===== config.mk =====
export PLATFORM = sky130hd
export DESIGN_NAME = rst_seq_ctrl
export DESIGN_NICKNAME = d
export VERILOG_FILES = /design/src/rtl/rst_seq_pkg.sv /design/src/rtl/rst_deassert_sync.sv /design/src/rtl/rst_seq_ctrl.sv
export SDC_FILE = /design/constraint.sdc
export NUM_CORES = 1
export LEC_CHECK = 0
export ABC_AREA = 1
export CAP_MARGIN = 40
export CORE_ASPECT_RATIO = 1.2
export CORE_MARGIN = 5
export CORE_UTILIZATION = 40
export CTS_BUF_LIST = sky130_fd_sc_hd__clkbuf_8
export DETAILED_ROUTE_END_ITERATION = 12
export SETUP_SLACK_MARGIN = 0.02
export SLEW_MARGIN = 10
export SYNTH_ARGS = -nofsm -noshare
export SYNTH_HDL_FRONTEND = slang
export SYNTH_HIERARCHICAL = 1
export SYNTH_SLANG_ARGS = --single-unit

===== constraint.sdc =====
create_clock -name clk -period 1.6 [get_ports clk]
set_input_delay 0.24 -clock clk [delete_from_list [all_inputs] [get_ports clk]]
set_output_delay 0.24 -clock clk [all_outputs]
set_load 0.05 [all_outputs]

===== src/rtl/rst_seq_pkg.sv =====
// rst_seq_pkg: shared state encoding and counter sizing for the reset sequencer.
package rst_seq_pkg;
  typedef enum logic [1:0] {HOLD, STEP, RUN, SOFT} rst_seq_state_t;
  function automatic int cnt_w(input int a, input int b, input int c);
    int m;
    m = a > b ? a : b;
    m = m > c ? m : c;
    return $clog2(m + 1);
  endfunction
endpackage


===== src/rtl/rst_deassert_sync.sv =====
// rst_deassert_sync: 2-flop reset synchronizer, asserts asynchronously, deasserts on clk.
module rst_deassert_sync (
  input  logic clk,
  input  logic rst,
  output logic rst_sync
);
  logic [1:0] q;
  always_ff @(posedge clk or posedge rst)
    if (rst) q <= 2'b11;
    else q <= {q[0], 1'b0};
  assign rst_sync = q[1];
endmodule


===== src/rtl/rst_seq_ctrl.sv =====
// rst_seq_ctrl: staggered per-domain reset release with soft-reset re-sequencing.
// Define RST_SEQ_WDT_EN to add the RUN-state watchdog (wdt_kick/wdt_fired).
module rst_seq_ctrl
  import rst_seq_pkg::*;
#(
  parameter int N_DOM    = 3,
  parameter int HOLD_CYC = 16,
  parameter int STEP_CYC = 4,
  parameter int SOFT_MIN = 8,
  parameter int WDT_CYC  = 1024
) (
  input  logic             clk,
  input  logic             rst,
  input  logic             soft_req,
  output logic             soft_ack,
  output logic [N_DOM-1:0] dom_rst_n,
  output logic             all_ready
`ifdef RST_SEQ_WDT_EN
  ,
  input  logic             wdt_kick,
  output logic             wdt_fired
`endif
);
  localparam int CW = cnt_w(HOLD_CYC, STEP_CYC, SOFT_MIN);
  localparam int IW = $clog2(N_DOM) + 1;
  logic rst_i;
  rst_seq_state_t state, state_nx;
  logic [CW-1:0] cnt, cnt_nx;
  logic [IW-1:0] idx, idx_nx;
  logic [N_DOM-1:0] dom_nx;
  logic ack_nx, rdy_nx, wdt_hit;
  rst_deassert_sync u_sync (
    .clk(clk),
    .rst(rst),
    .rst_sync(rst_i)
  );
`ifdef RST_SEQ_WDT_EN
  localparam int WW = $clog2(WDT_CYC + 1);
  logic [WW-1:0] wcnt;
  assign wdt_hit = state == RUN && !wdt_kick && wcnt == WW'(WDT_CYC - 1);
  always_ff @(posedge clk or posedge rst_i)
    if (rst_i) begin
      wcnt <= '0;
      wdt_fired <= 1'b0;
    end else begin
      wcnt <= (state != RUN || wdt_kick || wdt_hit) ? '0 : wcnt + 1'b1;
      wdt_fired <= wdt_fired | wdt_hit;
    end
`else
  assign wdt_hit = WDT_CYC < 0;
`endif
  always_ff @(posedge clk or posedge rst_i)
    if (rst_i) begin
      state <= HOLD;
      cnt <= '0;
      idx <= '0;
      dom_rst_n <= '0;
      soft_ack <= 1'b0;
      all_ready <= 1'b0;
    end else begin
      state <= state_nx;
      cnt <= cnt_nx;
      idx <= idx_nx;
      dom_rst_n <= dom_nx;
      soft_ack <= ack_nx;
      all_ready <= rdy_nx;
    end
  always_comb begin
    state_nx = state;
    cnt_nx = cnt;
    idx_nx = idx;
    dom_nx = dom_rst_n;
    ack_nx = 1'b0;
    rdy_nx = all_ready;
    unique case (state)
      HOLD:
        if (cnt == CW'(HOLD_CYC - 1)) begin
          dom_nx = dom_rst_n | N_DOM'(1);
          idx_nx = IW'(1);
          cnt_nx = '0;
          state_nx = (N_DOM == 1) ? RUN : STEP;
          rdy_nx = (N_DOM == 1);
        end else cnt_nx = cnt + 1'b1;
      STEP:
        if (cnt == CW'(STEP_CYC - 1)) begin
          dom_nx = dom_rst_n | (N_DOM'(1) << idx);
          cnt_nx = '0;
          state_nx = (idx == IW'(N_DOM - 1)) ? RUN : STEP;
          rdy_nx = (idx == IW'(N_DOM - 1));
          idx_nx = (idx == IW'(N_DOM - 1)) ? idx : idx + 1'b1;
        end else cnt_nx = cnt + 1'b1;
      RUN:
        if (soft_req || wdt_hit) begin
          ack_nx = 1'b1;
          dom_nx = '0;
          rdy_nx = 1'b0;
          cnt_nx = '0;
          state_nx = SOFT;
        end
      SOFT:
        // saturate, then leave only once the request has dropped
        if (cnt != CW'(SOFT_MIN - 1)) cnt_nx = cnt + 1'b1;
        else if (!soft_req) begin
          cnt_nx = '0;
          state_nx = HOLD;
        end
      default: state_nx = HOLD;
    endcase
  end
endmodule


### Word level (Yosys, flattened, before mapping)

Index checks and enable logic that the tools add are counted.

* bits in registers: 17
* word-level logic and storage cells: 63
* input port bits: 3
* output and inout port bits: 5

* multiplexer cells: 27
* shift-type cells: 1
* reductions and logical operators: 9
* equal/unequal tests: 14
* bitwise gates (word level): 2
* add/sub/neg operators: 2

Operators by type and width (number)
* two-way mux 5 bit: 5
* case mux 5 bit (4 select lines): 1
* two-way mux 3 bit: 5
* two-way mux 2 bit: 6
* inequality test 2 bit (second input constant): 6
* AND reduction 4 bit: 3
* case mux 3 bit (3 select lines): 1
* case mux 2 bit (4 select lines): 1
* two-way mux 1 bit: 6
* case mux 3 bit (2 select lines): 1
* adder 5 x 1 -> 5 bit (second input constant): 1
* equality test 5 x 2 -> 1 bit (second input constant): 1
* equality test 5 x 4 -> 1 bit (second input constant): 1
* inequality test 5 x 3 -> 1 bit (second input constant): 1
* AND reduction 5 bit: 1
* equality test 2 bit (second input constant): 2
* nonzero test 2 bit: 2
* adder 3 x 1 -> 3 bit (second input constant): 1
* equality test 3 x 2 -> 1 bit (second input constant): 1
* inequality test 3 bit (second input constant): 1
* bitwise OR 3 bit: 1
* case mux 1 bit (3 select lines): 1
* nonzero test 3 bit: 1
* left shift 1 x 3 -> 3 bit (first input constant): 1
* other kinds (4): 4

### Depth between registers and ports, before layout

* word-level depth: 4
* mapped depth: 11
* mapped depth without buffers: 11

### Hierarchy

The synthesis kept the hierarchy.

By module, submodules not included
* rst_seq_ctrl: sequential area each 375.4 µm², area an instance 1052.3 µm², cells each 133, instances 1
* rst_deassert_sync: sequential area each 52.6 µm², area an instance 60.1 µm², cells each 4, instances 1

### Least setup slack after synthesis

OpenSTA, ideal clock, no wires.

* path type: reg-to-reg
* start: register cnt[0]
* end: register idx[0]
* required time: 1476 ps
* path buffers: 0
* arrival time: 1433 ps
* library setup time: 124 ps
* setup slack: 42 ps
* stages on the path, launching flop included: 12
* clock period less this slack: 1558 ps
* cells stage by stage: dfrtp_1 -> ha_1 -> nand2_2 -> nor2_1 -> ha_1 -> inv_1 -> nand2_1 -> nand2_1 -> nor2_2 -> nand2_2 -> nor3_1 -> a21oi_1

* word-level cells in the longest chain between the ends: 3
* elaborated cells on any way between the ends: 5
* those cells by class: eq/ne (4); reduce/logical (1)

Ends and longest elaborated chain
* from (decl): RTL line rst_seq_ctrl.sv:28 `logic [CW-1:0] cnt, cnt_nx;`
* from (signal assigned): RTL line rst_seq_ctrl.sv:62 `cnt <= cnt_nx;`
* equality test 5 x 2 -> 1 bit or equality test 5 x 4 -> 1 bit (tied branches): RTL line rst_seq_ctrl.sv:85, rst_seq_ctrl.sv:77
* inequality test 2 bit (no line)
* AND reduction 4 bit (no line) *
* to (signal assigned): RTL line rst_seq_ctrl.sv:63 `idx <= idx_nx;`
* to (decl): RTL line rst_seq_ctrl.sv:29 `logic [IW-1:0] idx, idx_nx;`

Every way passes the cells marked *; elsewhere a longest branch is shown, timed or not.
A chain may end at the register's enable or synchronous reset.

==> summary.txt <==
Placement
  – Dpl hpwl: 1688 µm
  – Port Buf Inserts: 7
  – Gpl congestion: 0.8367

Global routing
  – Initial antenna violation count: 0
  – GRT Util Overall: about an eighth
  – Via count of the first global-routing pass: around 900
  – Grt total ovfl: 0
  – Largest net degree at the start of global routing: 16
  – First-pass GRT wire length: between 3000 and 4000 µm

Layout
  – Share of layout cells above drive strength 1: a little under two fifths
  – Ant diodes: 0
  – Multi-input logic area: between 600 and 700 µm²
  – Synth-to-layout area growth: 27.78%
  – FILL cells: approximately 260
  – FF/Latch Area: about 430 µm²
  – Utilization after layout: roughly 52%
  – Nets@finish: between 150 and 200

Synth
  – Area contributors post-synth: dfrtp_1 34%, ha_1 12%, nand2_1 11%
  – Post-synthesis cell type count: 26
  – Top-count cell post-synth: nand2_1
  – Primary FF master, synth: dfrtp_1
  – Post-Syn Area: between 1000 and 1500 µm²
  – Async S/R FF share, synth: 100.0%
  – Number of synthesized flops with an enable pin: 0
  – Register area share after synthesis: about two fifths
  – Share of the synthesized area in the top cell type: between 30 and 40%
  – Top cells by count, synth: 32 x nand2_1, 17 x inv_1, 15 x dfrtp_1, 11 x ha_1, 11 x nor2_1
  – Mapped Cells: ~140
  – Post-synth top area cell: dfrtp_1
  – Yosys warning count: 6
  – Synthesized flop and latch total: 17
  – Mapped Avg Cell Area: just over 8 µm²
  – Syn nets: 151

Power
  – Power, Total: ~2.6 mW
  – Internal power: roughly 1.4 mW
  – Reg power frac: roughly a quarter
  – Pwr/cell area: 1851 nW/µm²
  – Comb power frac: between 60% and 70%
  – Clk pwr share: around an eighth
  – Psw: 1.239 mW
  – Leak Pwr: a little under 0.7 nW
  – Switching part of the total power: a little under half
  – Worst VDD drop: 0.8400 mV

Setup path
  – FF-to-FF Start: cnt[1]
  – Critical path fanouts, max: 4
  – WP data arrival: 1670 ps
  – CP required: between 1500 and 2000 ps
  – Crit-path leading delay family: simple AND/OR/NAND/NOR gates
  – Worst setup SP type: register
  – Crit Path Category: reg2reg
  – Critical Path End Type: register
  – Crit path top cell by count: nand2_2
  – Slowest CP cell: dfrtp_1
  – Reg2reg path depth: 11
  – Max incr delay on CP: around 360 ps
  – Reg2Reg Setup Slack: just under 70 ps
  – Worst path cell trace: ha_2 > nand2_2 > nor2_4 > ha_4 > inv_2 > nand2_4 > nand3_2 > nor2_4 > nand2_2 > nand2_2 > o21ai_2
  – CP bufs+invs: 1

Route
  – Final WL: approximately 2300 µm
  – Final ANT Viol Nets: 0
  – Initial DRC count: 10
  – DRC Markers: 0
  – Via/cell ratio: ~4.8
  – Vias: between 900 and 1k
  – Avg WL per Cell: about 12 µm
  – 1st-pass router iterations: 5

Run status
  – Outcome: finished, final reports clean

Timing
  – Max Clock Skew: 2.130 ps
  – Slew headroom: slightly above 60%
  – RSZ-0062 raised after global routing: yes
  – Worst Tran Pin Value: 592.0 ps
  – Slew Viols, Final: 0
  – Fmax: 653.4 MHz
  – Minimum clock period after layout: about 1500 ps
  – Tcrit/Tclk final: between 90% and 100%
  – # setup viols final: 0
  – Fin. Hold Viols: 0

Floorplan
  – Die area: roughly 3900 µm²
  – Boundary pin count: 8
  – Core Box Area: roughly 2700 µm²
  – Num rows: 21
  – Initial core utilization: about two fifths
  – Die W: slightly below 60 µm
  – Die Y: 67.77 µm

Clock tree
  – Max clock buf depth: 2
  – Clk sinks: 17
  – Worst-path clk slew: 70 ps
  – H-tree depth: 1
  – TritonCTS clock tree: yes
  – Root buf cell: clkbuf_8
  – Skew-Pair Late Insertion Delay: 250 ps
  – Num CTS Buffers: 3
  – # hold bufs at CTS: 0

Job
  – Max cap viols: 0

Worst hold path
  – Worst min-delay path class: in2async
stage by stage:
step | std cells | setup slack, ps | area, µm² | TNS (ps) | hold slack [ps]
4_1_cts | 189 | 34.29 | 1321 | 0 | 311.5
3_5_place_dp | 185 | -54.74 | 1261 | -87.82 | 338.4
6_report | 192 | 69.54 | 1421 | 0 | 313.6
3_3_place_gp | 185 | -9.812 | 1261 | -9.812 | 338.9
2_1_floorplan | 137 | 42.07 | 1112 | 0 | 151.5
5_1_grt | 192 | -41.38 | 1421 | -128.5 | 327.5
placed cells by master (no fill, tap or decap), types with 2 or more instances in the layout:
cell type,count
a21oi_1,4
buf_4,15
clkbuf_8,3
clkdlybuf4s50_1,2
dfrtp_1,14
dfstp_2,2
ha_1,6
ha_2,3
ha_4,2
inv_1,16
inv_2,4
nand2_1,26
nand2_2,10
nand2_4,5
nand3_1,6
nand3_2,3
nand3b_1,2
nand4_1,2
nor2_1,8
nor2_2,4
nor2_4,2
o21ai_0,2
o21ai_1,7
sequential cells by signal (all words and copies together) (netlist names), named ones only:
name	cells
all_ready	1
dom_rst_n	3
soft_ack	1
cnt	5
state	1
idx	3
u_sync/q	2
power by group through the flow:
stage               clock network (mW)  registers (mW)  logic (mW)
floorplan                            0           0.786       0.949
global placement                     0           0.682        1.39
detailed placement                   0           0.685        1.41
CTS                              0.335           0.676        1.45
global route                     0.349           0.696        1.82
finish                           0.315           0.682        1.63
timing repair:
| item | CTS | global route |
|---|---|---|
| setup buffers | 0 | 3 |
| cloned | 0 | 0 |
| pin swaps | 1 | 7 |
| resized for setup | 5 | 23 |
| setup endpoints to repair | 4 | 12 |
metal layers:
layer	vias up	track usage (%)	share of wire (%)
li1	473	-	-
met1	427	15.08	45
met2	13	22.32	50
met3	7	2.294	2.6
met4	0	7.826	2.9
met5	-	0	0
worst reg2reg max path: stages (launching register included):
cell and delay (ps):
dfrtp_1 360, ha_2 190, nand2_2 90, nor2_4 110, ha_4 130, inv_2 40
nand2_4 70, nand3_2 100, nor2_4 140, nand2_2 70, nand2_2 60, o21ai_2 50
cell families after synthesis:
group / count (synthesis) / share of synthesized area, %
XOR/XNOR: 1 / 0.7875
buffers and inverters: 21 / 7.761
AO/OA/AOI/OAI: 17 / 9.786
AND/OR/NAND/NOR: 69 / 30.48
flip-flops: 17 / 38.47
adder cells (fa/ha/maj): 11 / 12.37
other: 1 / 0.3371
area by class of cell:
type	instances	area share (%)
well taps	34	2.993
repair buffers	18	10.12
clock inverters	1	0.2641
flip-flops and latches	17	30.19
multi-input cells	99	48.06
inverters	20	5.458
clock buffers	3	2.905
how the worst max path moves through the flow:
| stage | startpoint | endpoint | slack, ps | cells after the start |
|---|---|---|---|---|
| after floorplan | cnt[0] | idx[0] | 40 | 11 |
| after global placement | cnt[1] | idx[0] | -10 | 11 |
| after detailed placement | cnt[0] | idx[0] | -50 | 11 |
| after CTS | cnt[1] | idx[0] | 30 | 11 |
| after global routing | cnt[1] | idx[0] | -40 | 11 |
| final | cnt[1] | register | 70 | 11 |
Note: power is estimated with default switching activity, not from simulation.
